==> src/rtl/runner_if.sv <==
// Handshake bundle between the obstacle stream / controls and the runner engine,
// plus the player status it reports to the renderer and score display.
interface runner_if;
  logic               new_frame;
  logic [15:0]        obstacle;
  logic               obstacle_valid;
  logic               firstrow;
  logic               duck;
  logic               jump;
  logic               left;
  logic               right;
  logic               game_over;
  logic [1:0]         player_lane;
  logic [1:0]         lane_target;
  logic               lane_shifting;
  logic signed [15:0] player_height;
  logic [15:0]        player_score;
  logic [4:0]         player_speed;
  logic [1:0]         player_state;

  modport master (
    output new_frame, obstacle, obstacle_valid, firstrow, duck, jump, left, right,
    input  game_over, player_lane, lane_target, lane_shifting, player_height,
           player_score, player_speed, player_state
  );

  modport slave (
    input  new_frame, obstacle, obstacle_valid, firstrow, duck, jump, left, right,
    output game_over, player_lane, lane_target, lane_shifting, player_height,
           player_score, player_speed, player_state
  );
endinterface

==> src/rtl/runner_core.sv <==
// Per-frame runner engine: jump/duck physics, speed ramp, multi-frame lane
// changes and obstacle collision against the accumulated frame contents.
module runner_core #(
  parameter int NUM_LANES         = 3,
  parameter int HALF_BLOCK_LENGTH = 64,
  parameter int GRAVITY           = 3,
  parameter int VERTICAL_JUMP     = 10,
  parameter int DUCK_LIMIT        = 15,
  parameter int GROUND            = -128,
  parameter int MARGIN_OF_ERROR   = 10,
  parameter int SPEED_INIT        = 4,
  parameter int SPEED_MAX         = 16,
  parameter int SPEED_STEP_BLOCKS = 32,
  parameter int LANE_SHIFT_FRAMES = 4
) (
  input  logic     clk,
  input  logic     rst,
  runner_if.slave  bus
);
  localparam int unsigned PW  = $clog2(HALF_BLOCK_LENGTH);
  localparam int unsigned PW1 = PW + 1;
  localparam int unsigned SW  = $clog2(SPEED_STEP_BLOCKS + 1);
  localparam int unsigned DW  = $clog2(DUCK_LIMIT + 1);
  localparam int unsigned CW  = $clog2(LANE_SHIFT_FRAMES + 1);

  localparam logic signed [15:0] GND     = 16'(GROUND);
  localparam logic signed [15:0] TRAIN_G = 16'(GROUND + HALF_BLOCK_LENGTH);
  localparam logic signed [15:0] LOW_LIM = 16'(GROUND + HALF_BLOCK_LENGTH / 2);
  localparam logic signed [15:0] MOE     = 16'(MARGIN_OF_ERROR);
  localparam logic signed [7:0]  VJ      = 8'(VERTICAL_JUMP);
  localparam logic signed [7:0]  GRAV    = 8'(GRAVITY);

  localparam logic [1:0]    LANE_INIT  = 2'(NUM_LANES / 2);
  localparam logic [1:0]    LANE_MAX   = 2'(NUM_LANES - 1);
  localparam logic [PW-1:0] PROG_MID   = PW'(HALF_BLOCK_LENGTH / 2);
  localparam logic [4:0]    SPD_INIT   = 5'(SPEED_INIT);
  localparam logic [4:0]    SPD_MAX    = 5'(SPEED_MAX);
  localparam logic [CW-1:0] SHIFT_INIT = CW'(LANE_SHIFT_FRAMES);
  localparam logic [DW-1:0] DUCK_MAX   = DW'(DUCK_LIMIT);
  localparam logic [SW-1:0] STEP_MAX   = SW'(SPEED_STEP_BLOCKS);

  localparam logic [1:0] S_RUN  = 2'd0;
  localparam logic [1:0] S_AIR  = 2'd1;
  localparam logic [1:0] S_DUCK = 2'd2;
  localparam logic [1:0] S_DEAD = 2'd3;

  logic [1:0]         state_q, state_n;
  logic signed [15:0] height_q, height_n;
  logic signed [7:0]  vel_q, vel_n;
  logic [15:0]        score_q, score_n;
  logic [4:0]         speed_q, speed_n;
  logic [PW-1:0]      prog_q, prog_n;
  logic [SW-1:0]      step_q, step_n;
  logic [DW-1:0]      dcnt_q, dcnt_n;
  logic [CW-1:0]      scnt_q, scnt_n;
  logic [1:0]         lane_q, lane_n, tgt_q, tgt_n;
  logic               shift_q, shift_n, go_q, go_n;
  logic               lo_q, lo_n, hi_q, hi_n, mid_q, mid_n;
  logic               train_q, train_n, abort_q, abort_n, ramp_q, ramp_n;
  logic signed [15:0] ramp_g_q, ramp_g_n;

  // Contribution of the obstacle on this cycle, merged with what the frame already holds
  logic [2:0]         obs_type;
  logic [1:0]         obs_lane;
  logic               accept, on_lane, on_tgt, c_ramp;
  logic               e_lo, e_hi, e_mid, e_train, e_abort, e_ramp;
  logic signed [15:0] half_prog, ramp_c, e_ramp_g, frame_g;

  assign obs_type  = bus.obstacle[15:13];
  assign obs_lane  = bus.obstacle[12:11];
  assign accept    = bus.obstacle_valid && bus.firstrow && (state_q != S_DEAD);
  assign on_lane   = accept && (obs_lane == lane_q);
  assign on_tgt    = accept && shift_q && (obs_lane == tgt_q);
  assign half_prog = $signed(16'(prog_q >> 1));
  assign ramp_c    = (bus.obstacle[10:0] >= 11'd64) ? (GND + half_prog) : (LOW_LIM + half_prog);
  assign c_ramp    = on_lane && (obs_type == 3'b101);
  assign e_lo      = lo_q    | (on_lane && (obs_type == 3'b001));
  assign e_hi      = hi_q    | (on_lane && (obs_type == 3'b010));
  assign e_mid     = mid_q   | (on_lane && (obs_type == 3'b011));
  assign e_train   = train_q | (on_lane && (obs_type == 3'b100));
  assign e_abort   = abort_q | (on_tgt && (obs_type == 3'b100) && (height_q < TRAIN_G));
  assign e_ramp    = ramp_q  | c_ramp;
  assign e_ramp_g  = (c_ramp && (ramp_c > ramp_g_q)) ? ramp_c : ramp_g_q;
  // A train roof always sits above the highest possible ramp point
  assign frame_g   = e_train ? TRAIN_G : (e_ramp ? e_ramp_g : GND);

  logic               at_mid, die;
  logic [16:0]        ssum;
  logic [PW:0]        psum;
  logic [SW-1:0]      step_inc;
  logic [5:0]         spd_dbl;
  logic signed [7:0]  nv;
  logic signed [15:0] h_nv;

  assign at_mid   = (prog_q == PROG_MID);
  assign die      = (at_mid && e_lo && (height_q <= LOW_LIM))
                 || (at_mid && e_hi && (state_q != S_DUCK))
                 || (at_mid && e_mid && (state_q != S_DUCK) && (height_q <= LOW_LIM))
                 || (e_train && (height_q <= TRAIN_G))
                 || (e_ramp && (height_q <= e_ramp_g - MOE));
  assign ssum     = {1'b0, score_q} + 17'(speed_q);
  assign psum     = {1'b0, prog_q} + PW1'(speed_q);
  assign step_inc = step_q + SW'(1);
  assign spd_dbl  = {speed_q, 1'b0};
  assign nv       = vel_q - GRAV;
  assign h_nv     = height_q + 16'(nv);

  // Next-state: accumulate obstacles every cycle, close the frame on the strobe
  always_comb begin
    state_n  = state_q;  height_n = height_q; vel_n   = vel_q;
    score_n  = score_q;  speed_n  = speed_q;  prog_n  = prog_q;
    step_n   = step_q;   dcnt_n   = dcnt_q;   scnt_n  = scnt_q;
    lane_n   = lane_q;   tgt_n    = tgt_q;    shift_n = shift_q;
    go_n     = go_q;
    lo_n     = e_lo;     hi_n     = e_hi;     mid_n   = e_mid;
    train_n  = e_train;  abort_n  = e_abort;  ramp_n  = e_ramp;
    ramp_g_n = e_ramp_g;

    if (bus.new_frame && (state_q != S_DEAD)) begin
      lo_n = 1'b0; hi_n = 1'b0; mid_n = 1'b0;
      train_n = 1'b0; abort_n = 1'b0; ramp_n = 1'b0;
      ramp_g_n = GND;

      if (die) begin
        state_n = S_DEAD;
        go_n    = 1'b1;
      end else begin
        score_n = ssum[16] ? 16'hFFFF : ssum[15:0];
        prog_n  = psum[PW-1:0];
        if (psum[PW]) begin
          if (step_inc == STEP_MAX) begin
            step_n  = '0;
            speed_n = (spd_dbl > 6'(SPD_MAX)) ? SPD_MAX : spd_dbl[4:0];
          end else begin
            step_n = step_inc;
          end
        end

        case (state_q)
          S_RUN: begin
            if (bus.duck) begin
              state_n = S_DUCK; dcnt_n = DW'(1); height_n = frame_g;
            end else if (bus.jump) begin
              state_n = S_AIR; vel_n = VJ; height_n = height_q + 16'(VJ);
            end else begin
              height_n = frame_g;
            end
          end
          S_AIR: begin
            if (bus.duck) begin
              vel_n = -VJ; height_n = height_q - 16'(VJ);
            end else if (h_nv >= frame_g) begin
              height_n = h_nv; vel_n = nv;
            end else if (h_nv >= frame_g - MOE) begin
              height_n = frame_g; vel_n = '0; state_n = S_RUN;
            end else begin
              state_n = S_DEAD; go_n = 1'b1;
            end
          end
          S_DUCK: begin
            if (bus.jump) begin
              state_n = S_AIR; vel_n = VJ; height_n = height_q + 16'(VJ); dcnt_n = '0;
            end else if (dcnt_q < DUCK_MAX) begin
              dcnt_n = dcnt_q + DW'(1); height_n = frame_g;
            end else if (bus.duck) begin
              dcnt_n = DW'(1); height_n = frame_g;
            end else begin
              dcnt_n = '0; height_n = frame_g; state_n = S_RUN;
            end
          end
          default: ;
        endcase

        if (!shift_q) begin
          if (bus.left && (lane_q != 2'd0)) begin
            tgt_n = lane_q - 2'd1; shift_n = 1'b1; scnt_n = SHIFT_INIT;
          end else if (bus.right && (lane_q < LANE_MAX)) begin
            tgt_n = lane_q + 2'd1; shift_n = 1'b1; scnt_n = SHIFT_INIT;
          end
        end else if (e_abort) begin
          tgt_n = lane_q; shift_n = 1'b0; scnt_n = '0;
        end else begin
          scnt_n = scnt_q - CW'(1);
          if (scnt_q == CW'(1)) begin
            lane_n = tgt_q; shift_n = 1'b0;
          end
        end
      end
    end
  end

  always_ff @(posedge clk or posedge rst) begin
    if (rst) begin
      state_q <= S_RUN;   height_q <= GND;      vel_q   <= '0;
      score_q <= '0;      speed_q  <= SPD_INIT; prog_q  <= '0;
      step_q  <= '0;      dcnt_q   <= '0;       scnt_q  <= '0;
      lane_q  <= LANE_INIT; tgt_q  <= LANE_INIT; shift_q <= 1'b0;
      go_q    <= 1'b0;
      lo_q    <= 1'b0;    hi_q     <= 1'b0;     mid_q   <= 1'b0;
      train_q <= 1'b0;    abort_q  <= 1'b0;     ramp_q  <= 1'b0;
      ramp_g_q <= GND;
    end else begin
      state_q <= state_n; height_q <= height_n; vel_q   <= vel_n;
      score_q <= score_n; speed_q  <= speed_n;  prog_q  <= prog_n;
      step_q  <= step_n;  dcnt_q   <= dcnt_n;   scnt_q  <= scnt_n;
      lane_q  <= lane_n;  tgt_q    <= tgt_n;    shift_q <= shift_n;
      go_q    <= go_n;
      lo_q    <= lo_n;    hi_q     <= hi_n;     mid_q   <= mid_n;
      train_q <= train_n; abort_q  <= abort_n;  ramp_q  <= ramp_n;
      ramp_g_q <= ramp_g_n;
    end
  end

  assign bus.game_over     = go_q;
  assign bus.player_lane   = lane_q;
  assign bus.lane_target   = tgt_q;
  assign bus.lane_shifting = shift_q;
  assign bus.player_height = height_q;
  assign bus.player_score  = score_q;
  assign bus.player_speed  = speed_q;
  assign bus.player_state  = state_q;
endmodule

==> src/flat_wrapper.sv <==
// flat-port wrapper written by rule: the top's interface ports become plain ports
module runner_core_flat 
#(
  parameter int NUM_LANES         = 3,
  parameter int HALF_BLOCK_LENGTH = 64,
  parameter int GRAVITY           = 3,
  parameter int VERTICAL_JUMP     = 10,
  parameter int DUCK_LIMIT        = 15,
  parameter int GROUND            = -128,
  parameter int MARGIN_OF_ERROR   = 10,
  parameter int SPEED_INIT        = 4,
  parameter int SPEED_MAX         = 16,
  parameter int SPEED_STEP_BLOCKS = 32,
  parameter int LANE_SHIFT_FRAMES = 4
)
  (clk, rst, bus_new_frame, bus_obstacle, bus_obstacle_valid, bus_firstrow, bus_duck, bus_jump, bus_left, bus_right, bus_game_over, bus_player_lane, bus_lane_target, bus_lane_shifting, bus_player_height, bus_player_score, bus_player_speed, bus_player_state);
  runner_if bus_i ();
  input  logic clk;
  input  logic rst;
  input wire logic [$bits(bus_i.new_frame)-1:0] bus_new_frame;
  input wire logic [$bits(bus_i.obstacle)-1:0] bus_obstacle;
  input wire logic [$bits(bus_i.obstacle_valid)-1:0] bus_obstacle_valid;
  input wire logic [$bits(bus_i.firstrow)-1:0] bus_firstrow;
  input wire logic [$bits(bus_i.duck)-1:0] bus_duck;
  input wire logic [$bits(bus_i.jump)-1:0] bus_jump;
  input wire logic [$bits(bus_i.left)-1:0] bus_left;
  input wire logic [$bits(bus_i.right)-1:0] bus_right;
  output wire logic [$bits(bus_i.game_over)-1:0] bus_game_over;
  output wire logic [$bits(bus_i.player_lane)-1:0] bus_player_lane;
  output wire logic [$bits(bus_i.lane_target)-1:0] bus_lane_target;
  output wire logic [$bits(bus_i.lane_shifting)-1:0] bus_lane_shifting;
  output wire logic [$bits(bus_i.player_height)-1:0] bus_player_height;
  output wire logic [$bits(bus_i.player_score)-1:0] bus_player_score;
  output wire logic [$bits(bus_i.player_speed)-1:0] bus_player_speed;
  output wire logic [$bits(bus_i.player_state)-1:0] bus_player_state;
  assign bus_i.new_frame = bus_new_frame;
  assign bus_i.obstacle = bus_obstacle;
  assign bus_i.obstacle_valid = bus_obstacle_valid;
  assign bus_i.firstrow = bus_firstrow;
  assign bus_i.duck = bus_duck;
  assign bus_i.jump = bus_jump;
  assign bus_i.left = bus_left;
  assign bus_i.right = bus_right;
  assign bus_game_over = bus_i.game_over;
  assign bus_player_lane = bus_i.player_lane;
  assign bus_lane_target = bus_i.lane_target;
  assign bus_lane_shifting = bus_i.lane_shifting;
  assign bus_player_height = bus_i.player_height;
  assign bus_player_score = bus_i.player_score;
  assign bus_player_speed = bus_i.player_speed;
  assign bus_player_state = bus_i.player_state;
  runner_core #(.NUM_LANES(NUM_LANES), .HALF_BLOCK_LENGTH(HALF_BLOCK_LENGTH), .GRAVITY(GRAVITY), .VERTICAL_JUMP(VERTICAL_JUMP), .DUCK_LIMIT(DUCK_LIMIT), .GROUND(GROUND), .MARGIN_OF_ERROR(MARGIN_OF_ERROR), .SPEED_INIT(SPEED_INIT), .SPEED_MAX(SPEED_MAX), .SPEED_STEP_BLOCKS(SPEED_STEP_BLOCKS), .LANE_SHIFT_FRAMES(LANE_SHIFT_FRAMES)) u_core (.clk(clk), .rst(rst), .bus(bus_i));
endmodule
==> config.mk <==
export PLATFORM = sky130hd
export DESIGN_NAME = runner_core_flat
export DESIGN_NICKNAME = d
export VERILOG_FILES = /design/src/rtl/runner_if.sv /design/src/rtl/runner_core.sv /design/src/flat_wrapper.sv
export SDC_FILE = /design/constraint.sdc
export NUM_CORES = 1
export LEC_CHECK = 0
export ABC_CLOCK_PERIOD_IN_PS = 5700
export CAP_MARGIN = 5
export CORE_AREA = 2 2 180 94
export CTS_BUF_LIST = sky130_fd_sc_hd__clkbuf_4
export CTS_CLUSTER_SIZE = 40
export DETAILED_ROUTE_END_ITERATION = 8
export DIE_AREA = 0 0 182 96
export PLACE_DENSITY_LB_ADDON = 0.25
export SLEW_MARGIN = 0
export SYNTH_ARGS = -nofsm -noshare
export SYNTH_HDL_FRONTEND = slang
export SYNTH_SLANG_ARGS = --single-unit
==> constraint.sdc <==
create_clock -name clk -period 5.7 [get_ports clk]
set_clock_uncertainty 0.05 [all_clocks]
set_input_delay 1.71 -clock clk [delete_from_list [all_inputs] [get_ports clk]]
set_output_delay 1.71 -clock clk [all_outputs]
set_load 0.02 [all_outputs]
# Word-level counts from Yosys, hierarchy flattened
# Index checks and enable logic that the tools add are counted.
# word_totals
ff_bits	94
output_inout_bits	45
wordCells	186
in_bits	25
# op_classes
order_cmp	11
eq_ne	26
reduce_logical	47
muxes	59
n_bitwise	8
n_addsub	15
# op_table
op	count
$mux 16	11
$pmux 16 s3	1
$sub 16x5->16 const B	3
$mux 8	5
$ge 16x16->1	2
$mux 2	13
$logic_and 1x1->1	25
$pmux 8 s3	1
$add 8x6->9 const A	2
$add 16x5->17	1
$mux 1	17
$add 16x5->16 const B	1
$add 16x8->16	1
$gt 16x16->1	1
$le 16x16->1	1
$le 16x7->1 const B	1
$le 16x8->1 const B	1
$lt 16x7->1 const B	1
$reduce_and 4->1	4
$reduce_and 5->1	3
$eq 6x6->1 const B	2
$mux 3	4
$mux 4	3
$ne 4x3->1 const B	3
35 further kinds	59

# Logic depth before layout (Yosys ltp)
# depth
depth_word	15
ltp_mapped	27
mapped_depth_nobuf	25

# Least setup slack after synthesis
# Ideal clock, no wire load.
# synth_timing
path_type	in2reg
from	in bus_obstacle[6]
to	reg u_core.height_q[1], in the netlist u_core.bus.player_height[1]
stages	26
path_buffers	1
arrival_time_ps	7603
path_slack_ps	-2092
cell_sequence	or4_1 -> nor2_1 -> ha_1 -> and3_1 -> a41o_1 -> o21a_1 -> nor2_1 -> mux2i_1 -> inv_1 -> nand2_1 -> ha_1 -> nand2b_1 -> o22ai_2 -> or3_4 -> nor2_1 -> xor2_1 -> ha_1 -> and4_1 -> nand3_1 -> or4_1 -> o31a_1 -> and4_1 -> or3_1 -> clkbuf_1 -> a2111oi_0 -> a211oi_1
# synth_via
elab_chain_cells	11
word_cells_on_any_way	23
classes_between	2 x add/sub; 5 x order compare; 1 x eq/ne; 10 x mux; 1 x bitwise; 4 x reduce/logical
# synth_rtl
item	line	source
start, declared	flat_wrapper.sv:21	input wire logic [$bits(bus_i.obstacle)-1:0] bus_obstacle;
$ge 11x7->1 *	runner_core.sv:75	assign ramp_c = (bus.obstacle[10:0] >= 11'd64) ? (GND + half_prog) : (LOW_LIM + half_prog);
$mux 16 *	runner_core.sv:75	
$gt 16x16->1	runner_core.sv:83	assign e_ramp_g = (c_ramp && (ramp_c > ramp_g_q)) ? ramp_c : ramp_g_q;
$logic_and 1x1->1	runner_core.sv:83	
$mux 16 *	runner_core.sv:83	
$mux 16 or $sub 16x5->16 (tied branches)	runner_core.sv:85, runner_core.sv:100	
$mux 16 or $le 16x16->1 (tied branches)	runner_core.sv:85, runner_core.sv:100	
$sub 16x5->16 (tied with other cells)	runner_core.sv:154	end else if (h_nv >= frame_g - MOE) begin
$ge 16x16->1 (tied with other cells)	runner_core.sv:154	
$ne 4x2->1 (no source line) (tied with other cells)	n/a	
$reduce_and 4->1 (no source line) or $pmux 16 s3 (tied branches)	n/a	
end signal, assigned	runner_core.sv:203	state_q <= state_n; height_q <= height_n; vel_q <= vel_n;
end, declared	runner_core.sv:48	logic signed [15:0] height_q, height_n;
# Mark *: on every way between the ends. The rest lies on a longest branch, timed or not. The select of a mux whose other input is x is not followed.
# A chain may end at the register's enable or synchronous reset.

# Final worst setup path
# layout_timing
from	in bus_obstacle[10]
to	reg u_core.height_q[1], in the netlist u_core.bus.player_height[1]
# Same word-level chain as after synthesis.

==> results.yml <==
placement:
  routabilityCongestion: 1.01
  portBuffers: 61
  preCtsSetupSlack_ns: -2.11
  post-dp-hpwl_um: 23400
global_routing:
  grt_pass1_wl_um: 48700
  grt_use_total: 0.366
  antenna_found_initial: 0
  grt-ovfl-total: 0
  grt_pass1_vias: 8688
  grt_start_max_net_pins: 90
critical_path:
  r2r_cells: 20
  slowest_stage: "or4_4"
  cp-start-kind: "primary input"
  arrival_ns: 7.27
  crit_buf_inv: 2
  cp_num_cells: 26
  worstSetupPathType: "primary input to flop"
  end_kind: "flop"
  cp_top_family: "simple AND/OR/NAND/NOR gates"
  cp_data_required_time_ns: 6.05
  crit_fanout: 8
  cpPeakStageDelay_ns: 0.53
yosys:
  synthArstFlopShare: 1.00
  synth-edff-count: 0
  synthDistinctLibCells: 79
  synth_area_leaders: "dfrtp_1, ha_1, dfstp_2, nor2_1, xnor2_1"
  syn_inst: 1074
  synthFlopType: "dfrtp_1"
  synth-compound-area-share: 0.228
  synth-seq-cells: 89
  yosys.area_share.adder: 0.132
  yosysSeqAreaShare: 0.258
  netlist.area_leader.share: 0.195
  synth_top_family_by_area: "compound AO/OA/AOI/OAI gates"
  synthSimpleGateAreaFrac: 0.227
  ys_warn_count: 0
  synth_top_area_cell: "dfrtp_1"
  synthMuxAreaShare: 0.0266
  syn_area_um2: 8730
  synth_xor_area_frac: 0.0801
  syn_area_per_cell_um2: 8.13
timing:
  worst_pin_slew_ns: 0.987
  drv_slew: 0
  fin_hold_ws_ns: 0.451
  rsz0062_at_grt: "true"
  timing.fmax_mhz: 144
  setup_ws_ns: -1.23
  final-hold-violation-count: 0
  period_share: 1.22
  post-route-min-period_ns: 6.93
  maxSlewHeadroom: 0.342
  setup_viol: 67
finish:
  final_common_cell: "buf_4"
  num_antenna_cells: 0
  areaGrowthSynthToFinish_pct: 33.0
  final_cell_mix: "buf_4, nor2_1, nand2_1, ha_1, dfrtp_1"
  fin_nets: 1372
  final_layout_size_suffix_gt1_frac: 0.252
  fill_cells: 1219
detailed_routing:
  routedWlPerCell_um: 21.7
  dr.pass1.iters: 6
  via_per_inst: 6.42
  drc: 0
  ant_nets: 0
  met2_length_um: 12100
  drt-met1-wl_um: 14800
  dr_total_vias: 9450
  routed.top_layer: "met5"
  drt-initial-drc-count: 1250
  wl_um: 31900
  dr_wl_met3_um: 4320
die:
  fp.dieArea_um2: 17500
  start_util: 0.548
  core_um2: 15900
  die_w_um: 182
  pin_count: 70
  die_y_um: 96
  rows: 33
outcome:
  status: "finished with violations"
  violations: "setup timing"
clocking:
  cts_sinks: 89
  clk_pin_slew_worst_paths_ns: 0.16
  holdBufCountCts: 0
  htreeDepth: 3
  cts_root_buf: "clkbuf_4"
  clock_path_buffers: 2
  cts_tree: "yes"
  clock_latency_ns: 0.50
  numCtsBuffers: 9
job:
  maxCapViolCount: 0
min_path:
  hold_depth: 1
  hp-class: "flop to flop"
pwr:
  leakagePower_nw: 5.00
  power_density_nw_per_um2: 142
  ir_drop_mv: 0.134
[layout make-up]
class	instances	area [um2]	share of cell area
Tap cell	210	263	0.0226
Timing Repair Buffer	226	2000	0.172
Clock buffer	11	82.6	0.00711
Multi-Input combinational cell	883	6770	0.583
Clock inverter	5	63.8	0.00549
Sequential cell	89	2250	0.194
Inverter	48	181	0.0156
[state kept, by name, indices dropped and copies added, names as in the netlist, 2 cells and up]
register                  flops
u_core.bus.player_state       2
u_core.bus.player_score      15
u_core.bus.player_lane        2
u_core.bus.player_speed       3
u_core.step_q                 6
u_core.ramp_g_q              16
u_core.scnt_q                 3
u_core.bus.lane_target        2
u_core.prog_q                 4
u_core.vel_q                  8
u_core.dcnt_q                 4
u_core.bus.player_height     16
[report_power, final]
part / switching, mW / total (mW) / internal (mW)
combinational: 0.318 / 0.563 / 0.246
sequential: 0.0359 / 0.690 / 0.654
clock: 0.249 / 0.396 / 0.147
total: 0.603 / 1.65 / 1.05
[synthesized netlist by cell type, drive strengths merged (13+ instances only)]
cell type    n
a211oi      15
a21oi       70
a31oi       13
buf         13
clkbuf      42
dfrtp       68
dfstp       21
ha          87
inv         48
nand2       91
nand2b      14
nand3       22
nand4       17
nor2       117
nor2b       16
nor3        41
nor4        17
o211ai      14
o21ai       60
or3         17
xnor2       49
xor2        30
[through the flow]
step                      cell area (um2)  power, mW   util  std cells  setup TNS, ns
final                               11600       1.65  0.729       1472         -60.81
after global routing                11600       1.72  0.729       1472         -69.83
after CTS                           11300       1.62  0.712       1462         -54.57
after detailed placement            10700       1.21  0.670       1427        -122.72
after global placement              10700       1.20  0.670       1427        -112.95
after floorplan                      9040       1.01      -       1075         -68.47
[routing by layer]
metal,track usage,up-vias
met4,0.0699,4
met1,0.553,4504
met5,0.0800,-
met3,0.121,62
li1,-,4311
met2,0.491,569
[worst register-to-register path: cells and delay by family (launching register included)]
| family | cells | cell delay, ns |
|---|---|---|
| flops | 1 | 0.48 |
| buf+inv | 2 | 0.32 |
| xor+xnor | 2 | 0.80 |
| simple gates | 5 | 1.09 |
| fa+ha+maj | 2 | 0.66 |
| compound gates | 9 | 2.60 |
[final timing paths]
check	startpoint	endpoint	slack, ns
setup reg to reg	u_core.vel_q[2]	u_core.bus.player_height[2]	-0.43
max in group asynchronous	rst	u_core.ramp_g_q[14]	3.60
hold / removal	u_core.bus.game_over	u_core.bus.game_over	0.45
setup / recovery	bus_obstacle[10]	u_core.bus.player_height[1]	-1.23
min in group asynchronous	rst	u_core.bus.lane_shifting	1.59
hold reg to reg	u_core.bus.game_over	u_core.bus.game_over	0.45
[cell families (layout without fill, tap and decap cells)]
group / count (synthesis) / in the layout
AOI/OAI and AO/OA: 294 / 294
xor gates and xnor gates: 79 / 79
adders and majority gates: 90 / 90
buffers and inverters: 103 / 290
DFF: 89 / 89
muxes: 22 / 22
other: 1 / 2
and+or+nand+nor: 396 / 396
[timing repair]
action / CTS / global route
gates cloned: 2 / 3
endpoints found under the setup margin: 67 / 67
pin swaps: 39 / 19
endpoints found under the hold margin: 0 / 0
buffers inserted: 19 / 9
resized for setup: 101 / 37
Power figures use the tool's default switching activity.
